File: src/rtl/ahb_read_mux.sv
// AHB read-data / response multiplexer with a built-in default slave.
// The data-phase select is registered on each accepted address phase. An
// unmapped or ambiguous select routes the bus to a default slave. That slave
// answers IDLE/BUSY with a zero-wait OKAY and NONSEQ/SEQ with a two-cycle
// ERROR, and counts those ERRORs in a saturating counter.
module ahb_read_mux #(
  parameter int unsigned NSLV = 16,
  parameter int unsigned W    = 32
) (
  input  logic             HCLK,
  input  logic             HRST,
  input  logic [NSLV-1:0]  HSEL_i,
  input  logic [1:0]       HTRANS_i,
  input  logic [W-1:0]     HRDATA_i [NSLV-1:0],
  input  logic [NSLV-1:0]  HREADYOUT_i,
  input  logic [NSLV-1:0]  HRESP_i,
  output logic [W-1:0]     HRDATA_o,
  output logic             HREADY_o,
  output logic             HRESP_o,
  output logic [7:0]       err_cnt_o
);

  localparam int unsigned IW = (NSLV > 1) ? $clog2(NSLV) : 1;

  typedef enum logic [1:0] {
    DS_OK,
    DS_ERR1,
    DS_ERR2
  } ds_state_e;

  // Data-phase select: sel_def_q set means the default slave owns the bus.
  logic          sel_def_q, sel_def_d;
  logic [IW-1:0] sel_idx_q, sel_idx_d;

  ds_state_e     ds_q, ds_d;
  logic          ds_hready_q, ds_hready_d;
  logic          ds_hresp_q, ds_hresp_d;
  logic [7:0]    err_cnt_q, err_cnt_d;

  int unsigned   one_cnt;
  logic [IW-1:0] one_idx;
  logic          trans_active;
  logic          err_start;

  // Address-phase decode, select register next state, default-slave FSM next state.
  always_comb begin
    one_cnt = 0;
    one_idx = '0;
    for (int unsigned i = 0; i < NSLV; i++) begin
      if (HSEL_i[i]) begin
        one_cnt = one_cnt + 1;
        one_idx = IW'(i);
      end
    end

    trans_active = (HTRANS_i == 2'b10) || (HTRANS_i == 2'b11);

    sel_def_d = sel_def_q;
    sel_idx_d = sel_idx_q;
    if (HREADY_o) begin
      sel_def_d = (one_cnt != 1);
      sel_idx_d = (one_cnt == 1) ? one_idx : '0;
    end

    // An ERROR starts only when an accepted address phase decodes to the
    // default slave with an active transfer type.
    err_start = HREADY_o && (one_cnt != 1) && trans_active;

    ds_d = ds_q;
    case (ds_q)
      DS_OK:   ds_d = err_start ? DS_ERR1 : DS_OK;
      DS_ERR1: ds_d = DS_ERR2;
      DS_ERR2: ds_d = err_start ? DS_ERR1 : DS_OK;
      default: ds_d = DS_OK;
    endcase

    // Outputs are decoded from the next state so they come straight from flops.
    ds_hready_d = (ds_d != DS_ERR1);
    ds_hresp_d  = (ds_d != DS_OK);

    err_cnt_d = err_cnt_q;
    if ((ds_d == DS_ERR1) && (ds_q != DS_ERR1) && (err_cnt_q != 8'hFF)) begin
      err_cnt_d = err_cnt_q + 8'd1;
    end
  end

  // Select register, default-slave FSM with registered outputs, and error counter.
  always_ff @(posedge HCLK or posedge HRST) begin
    if (HRST) begin
      sel_def_q   <= 1'b1;
      sel_idx_q   <= '0;
      ds_q        <= DS_OK;
      ds_hready_q <= 1'b1;
      ds_hresp_q  <= 1'b0;
      err_cnt_q   <= '0;
    end else begin
      sel_def_q   <= sel_def_d;
      sel_idx_q   <= sel_idx_d;
      ds_q        <= ds_d;
      ds_hready_q <= ds_hready_d;
      ds_hresp_q  <= ds_hresp_d;
      err_cnt_q   <= err_cnt_d;
    end
  end

  // Data-phase return path: selected slave passes through with no added latency.
  always_comb begin
    if (sel_def_q) begin
      HRDATA_o = '0;
      HREADY_o = ds_hready_q;
      HRESP_o  = ds_hresp_q;
    end else begin
      HRDATA_o = HRDATA_i[sel_idx_q];
      HREADY_o = HREADYOUT_i[sel_idx_q];
      HRESP_o  = HRESP_i[sel_idx_q];
    end
  end

  assign err_cnt_o = err_cnt_q;

endmodule

File: config.mk
export PLATFORM = sky130hd
export DESIGN_NAME = ahb_read_mux
export DESIGN_NICKNAME = d
export VERILOG_FILES = /design/src/rtl/ahb_read_mux.sv
export SDC_FILE = /design/constraint.sdc
export NUM_CORES = 1
export LEC_CHECK = 0
export BUFFER_PORTS_ARGS = -buffer_cell sky130_fd_sc_hd__buf_4
export CAP_MARGIN = 20
export CORE_AREA = 2 2 236 238
export CTS_BUF_LIST = sky130_fd_sc_hd__clkbuf_8 sky130_fd_sc_hd__clkbuf_16
export CTS_CLUSTER_SIZE = 12
export DETAILED_ROUTE_END_ITERATION = 8
export DIE_AREA = 0 0 238 240
export GPL_TIMING_DRIVEN = 0
export SLEW_MARGIN = 10
export SYNTH_ARGS = -nofsm -noshare
export SYNTH_HDL_FRONTEND = slang
export SYNTH_SLANG_ARGS = --single-unit
File: constraint.sdc
create_clock -name HCLK -period 7.18 [get_ports HCLK]
set_clock_uncertainty 0.1 [all_clocks]
set_input_delay 0.359 -clock HCLK [delete_from_list [all_inputs] [get_ports HCLK]]
set_output_delay 0.359 -clock HCLK [all_outputs]
set_load 0.01 [all_outputs]
Word-level counts from Yosys, hierarchy flattened
Cells that the tools add are included.
{ "classes": {"addsub": 16, "n_mul": 0, "div": 0, "n_lt_le_gt_ge": 1, "n_eq_ne": 10, "shift": 0, "n_mux": 43, "bitwise": 0, "n_reduce_logical": 8} }
{ "ops": {"columns": ["cell", "n"], "rows": [
  ["$mux 32", 17],
  ["$add 32x1->32 const B", 15],
  ["$bmux 32 s4", 1],
  ["$mux 4", 15],
  ["$eq 32x1->1 const B", 1],
  ["$ne 32x1->1 const B", 1],
  ["$add 8x1->8 const B", 1],
  ["$bmux 1 s4", 2],
  ["$ne 8x8->1 const B", 1],
  ["$mux 1", 7],
  ["$eq 2x2->1 const B", 3],
  ["$lt 4x5->1 const B", 1],
  ["$eq 2x1->1 const B", 2],
  ["$logic_and 1x1->1", 4],
  ["$ne 2x1->1 const B", 2],
  ["$pmux 2 s2", 1],
  ["$logic_not 2->1", 1],
  ["$reduce_bool 2->1", 1],
  ["$reduce_or 2->1", 1],
  ["$logic_or 1x1->1", 1]
]} }
{ "totals": {"reg_bits": 17, "latchBits": 0, "mem_bits_rw": 0, "romBits": 0, "in_bits": 564, "output_inout_bits": 42, "elab_cells": 84, "mem_count": 0} }

Longest topological paths before layout
{ "depth": {"ltp_word": 39, "mapped_depth": 54, "mapped_depth_nobuf": 53} }

Worst setup path after synthesis
Ideal clock, no wire load.
{ "synth_timing": {"path_kind": "input to register", "start": "input HSEL_i[0]", "end": "register err_cnt_q[1], in the netlist err_cnt_o[1]", "setup_time_ns": 0.125, "arrival_ns": 9.132, "required_ns": 6.955, "path_slack_ns": -2.177, "path_stages": 51, "n_path_buf": 1, "cell_sequence": "inv_1 > ha_1 > xor2_1 > ha_1 > nand2_1 > o31ai_1 > ha_1 > mux2_2 > ha_1 > nand2_1 > o41ai_2 > or2_2 > ha_1 > nand2b_1 > o31ai_1 > inv_1 > ha_1 > nand2_1 > [... 15 more ...] > o21ai_0 > ha_1 > nand2_1 > o21ai_0 > o31a_1 > ha_1 > and2_1 > buf_1 > a311oi_1 > a21oi_1 > a31oi_1 > a32o_1 > a311o_1 > a311o_1 > and4_4 > o211ai_4 > nand2_1 > mux2_4"} }
{ "synth_via": {"elab_chain_cells": 39} }
{ "synth_rtl": {"columns": ["element", "line", "rtl"], "rows": [
  ["start: declaration", "12", "input logic [NSLV-1:0] HSEL_i,"],
  ["$mux 1 *", "50", "if (HSEL_i[i]) begin"],
  ["$add 32x1->32", "51", "one_cnt = one_cnt + 1;"],
  ["$mux 32 *", "50", null],
  ["$add 32x1->32", "51", null],
  ["$mux 32 *", "50", null],
  ["$add 32x1->32", "51", null],
  ["$mux 32 *", "50", null],
  ["$add 32x1->32", "51", null],
  ["[... 21 more ...]", null, null],
  ["$add 32x1->32", "51", null],
  ["$mux 32 *", "50", null],
  ["$ne 32x1->1 *", "67", "err_start = HREADY_o && (one_cnt != 1) && trans_active;"],
  ["$logic_and 1x1->1 * (2 in a row)", "67", null],
  ["$mux 1 *", "71, 73", null],
  ["$pmux 2 s2 *", "70", "case (ds_q)"],
  ["$eq 2x1->1 *", "82", "if ((ds_d == DS_ERR1) && (ds_q != DS_ERR1) && (err_cnt_q != 8'hFF)) begin"],
  ["$logic_and 1x1->1 * (2 in a row)", "82", null],
  ["end signal: assignment", "102", "err_cnt_q <= err_cnt_d;"],
  ["end: declaration", "38", "logic [7:0] err_cnt_q, err_cnt_d;"]
]} }
Every way passes the cells marked *; elsewhere a longest branch is shown, timed or not.
A chain may end at the register's enable or synchronous reset.

Final worst setup path
{ "layout_timing": {"start": "input HSEL_i[1]", "end": "register sel_idx_q[3]"} }
{ "layout_via": {"elab_chain_cells": 31} }
{ "layout_rtl": {"columns": ["element", "line", "rtl"], "rows": [
  ["$mux 32 *", "50", null],
  ["$add 32x1->32", "51", null],
  ["$mux 32 *", "50", null],
  ["$add 32x1->32", "51", null],
  ["$mux 32 *", "50", null],
  ["$add 32x1->32", "51", null],
  ["$mux 32 *", "50", null],
  ["$add 32x1->32", "51", null],
  ["[... 15 more ...]", null, null],
  ["$add 32x1->32", "51", null],
  ["$mux 32 *", "50", null],
  ["$add 32x1->32", "51", null],
  ["$mux 32 *", "50", null],
  ["$add 32x1->32", "51", null],
  ["$mux 32 *", "50", null],
  ["$eq 32x1->1 *", "62", "sel_idx_d = (one_cnt == 1) ? one_idx : '0;"],
  ["$mux 4 *", "62", null],
  ["end signal: assignment", "98", "sel_idx_q <= sel_idx_d;"],
  ["end: declaration", "33", "logic [IW-1:0] sel_idx_q, sel_idx_d;"]
]} }
Marked as above.

==> results by group <==
Status
  • Status: complete, but fails checks
  • Failing checks: setup timing

Power and ir drop
  • Maximum vdd ir drop: ~120 uV
  • Leak: 5.67 nW
  • Power Dens Cells: 211 mW/mm^2
  • Pwr Total: just under 3 mW

STA
  • Final hold violations: 0
  • Fin crit period: a little under 9 ns
  • Crit share post-route: 124%
  • RSZ-0062 raised after global routing: yes
  • Worst-margin pin slew: ~1.1 ns
  • Fin. max-slew vios: 0
  • Final TNS setup: -26.51 ns
  • Max Freq: around 0.11 GHz
  • Final setup margin: -1.72 ns
  • Final hold slack: ~0.11 ns
  • # setup viols final: 16
  • Max-slew headroom: roughly 29%

Global routing
  • Initial antenna violation count: 33
  • First-pass GRT wire length: ~70 mm
  • Total grt overflow: 0
  • GRT Util Overall: between 10% and 20%
  • Largest net degree at the start of global routing: 18
  • Number of global-route vias before repair: around 9400

Finish
  • Area growth syn-to-layout: 88.4%
  • Share of layout cells above drive strength 1: between 70% and 80%
  • Footprint of the multi-input gates: slightly below 0.007 sq mm
  • Storage element area: around 430 sq um
  • Final core occ: between 20 and 30%
  • Finished Layout Cells: a little under 2000
  • Leading cell type in the layout, fill and taps excluded: buf_4
  • # fillers: around 5800
  • Final net count: around 1800
  • Most frequent cells in the layout: 639 x buf_4, 170 x mux4_2, 34 x nor2b_1
  • Post-layout instance area: about 0.014 sq mm

Synthesis
  • Fraction of registers with async set/reset: 100%
  • Syn avg cell area: ~12 sq um
  • Synth Net Count: 1187
  • Post-synthesis cell count: between 600 and 700
  • Synthesized cell area: ~0.0073 sq mm
  • FF+latch count, synth: 17
  • Library cells used by synthesis: 86
  • Main synth FF type: dfrtp_1
  • Post-synth EDFFs: 0
  • Ys Warns: 0
  • Register area share after synthesis: 5.89%

Worst setup path
  • Worst Setup Start Kind: input port
  • Crit. Startpoint: HSEL_i[1]
  • CP most frequent cell: buf_4
  • CP max stage delay: roughly 0.4 ns
  • Reg2reg start: sel_idx_q[1]
  • Critical path's slowest cell: a2111oi_4
  • Worst-path maximum fanout: 5
  • Arrival @ worst endpoint: around 9.0 ns
  • Crit. End Element: flop
  • Crit Path Category: input port to flop
  • Worst path required time: between 7 and 8 ns

Detailed routing
  • Drt via density: about 4.6
  • DR WL/cell: 26.1 um
  • # DRC: 0
  • Vias: 9029
  • Routed WL: just over 50 mm
  • Pre-antenna DRT Iters: 4
  • DRT antenna net count: 0
  • Initial DRC count: 658

Die
  • Initial core utilization: roughly an eighth
  • Num ports: ~610
  • Die W: 238 um
  • Die span in y: 240 um
  • Row cnt: between 80 and 90
  • Core Area: roughly 0.055 sq mm
  • DIE AREA: between 0.05 and 0.06 sq mm

CTS
  • CTS Sinks: 17
  • Clock Path Buffers: 2
  • CTS tree: done
  • Htree depth: 1
  • CTS Root Cell: clkbuf_16
  • Cts bufs inserted: 3
  • Reg clk slew, reported paths: around 0.050 ns
  • # hold bufs at CTS: 0
  • Worst-Skew Late Latency: 0.25 ns

Placed design
  • Dpl cells: about 1900
  • Dpl ws: -2.91 ns
  • Dpl hpwl: approximately 45 mm
  • Placed instance area: 0.0129 sq mm
  • RD Place Congestion: around 0.94
  • # port buffers: 596

Min path
  • Worst Hold Class: input port to async pin

Run
  • Total of max-cap violations: 0
-- cell type report --
class | instances | area share [%]
diodes | 12 | 0.219
flip-flops and latches | 17 | 3.12
well taps | 704 | 6.43
multi-input cells | 510 | 50.8
repair buffers | 651 | 36.3
clock inverters | 1 | 0.0274
plain buffers | 58 | 1.80
clock buffers | 3 | 0.548
inverters | 22 | 0.713
-- timing repair --
| action | CTS | global route |
|---|---|---|
| gates cloned | 1 | 0 |
| pin swaps | 23 | 21 |
| setup buffers | 39 | 8 |
| gates resized for setup | 29 | 23 |
| setup endpoints to repair | 16 | 16 |
-- cells in the mapped netlist, drive strengths merged, types with 4 or more instances --
cell      n  area, sq um
buf      28          125
mux2      4         48.8
a21oi    13         65.1
mux4    170         3830
o211ai    5         51.3
dfrtp    15          375
inv      22         85.1
o31ai     7         66.3
nor2b    34          213
or2       8         50.1
and3      6         37.5
mux2i    11          110
ha       16          200
o21ai    15         78.8
nor3     11         55.1
nand4     8         50.1
xor2     14          145
nor2     34          130
nand2    34          130
xnor3     7          163
nand3    12         65.1
o22ai     4         25.0
clkbuf   30          113
xnor2    33          383
-- where the power goes --
part / switching (mW) / internal, mW
Clock: 0.0347 / 0.0738
Combinational: 1.27 / 1.35
Sequential: 0.0294 / 0.132
Total: 1.33 / 1.55
-- path summary, 6_finish.rpt --
kind	to	slack, ns	depth (start not counted)
max reg2reg	err_cnt_o[1]	3.55	9
min reg2reg	ds_q[1]	0.34	1
max	sel_idx_q[3]	-1.72	52
min	err_cnt_o[1]	0.11	2
max in group asynchronous	sel_idx_q[1]	6.45	2
min in group HCLK	ds_q[1]	0.34	1
-- registers in the layout (all words and copies together), names as in the netlist --
register	cells
ds_hresp_q	1
ds_hready_q	1
sel_idx_q	4
ds_q	2
sel_def_q	1
err_cnt_o	8
-- kinds of logic after synthesis --
family	Yosys count	synth area share [%]
muxes	185	54.9
and+or+nand+nor	167	12.2
AOI/OAI and AO/OA	86	9.90
buffers and inverters	80	4.44
xor gates and xnor gates	55	9.83
adders and majority gates	17	2.89
DFF	17	5.89
-- routing by layer --
layer,wire [um],GRT usage (%),vias up
li1,-,-,3867
met1,18700,19.5,4527
met2,26500,31.1,540
met3,4650,4.03,79
met4,1620,4.94,16
met5,105,0,-
-- worst max-delay path, delay by kind of cell --
kind            cells  cell delay [ns]
simple gates        8             1.27
fa+ha+maj           6             1.57
xor+xnor            4             0.85
compound gates     10             1.95
mux                 1             0.28
buf+inv            23             2.70
No activity file was read; power rests on OpenSTA's default activity.
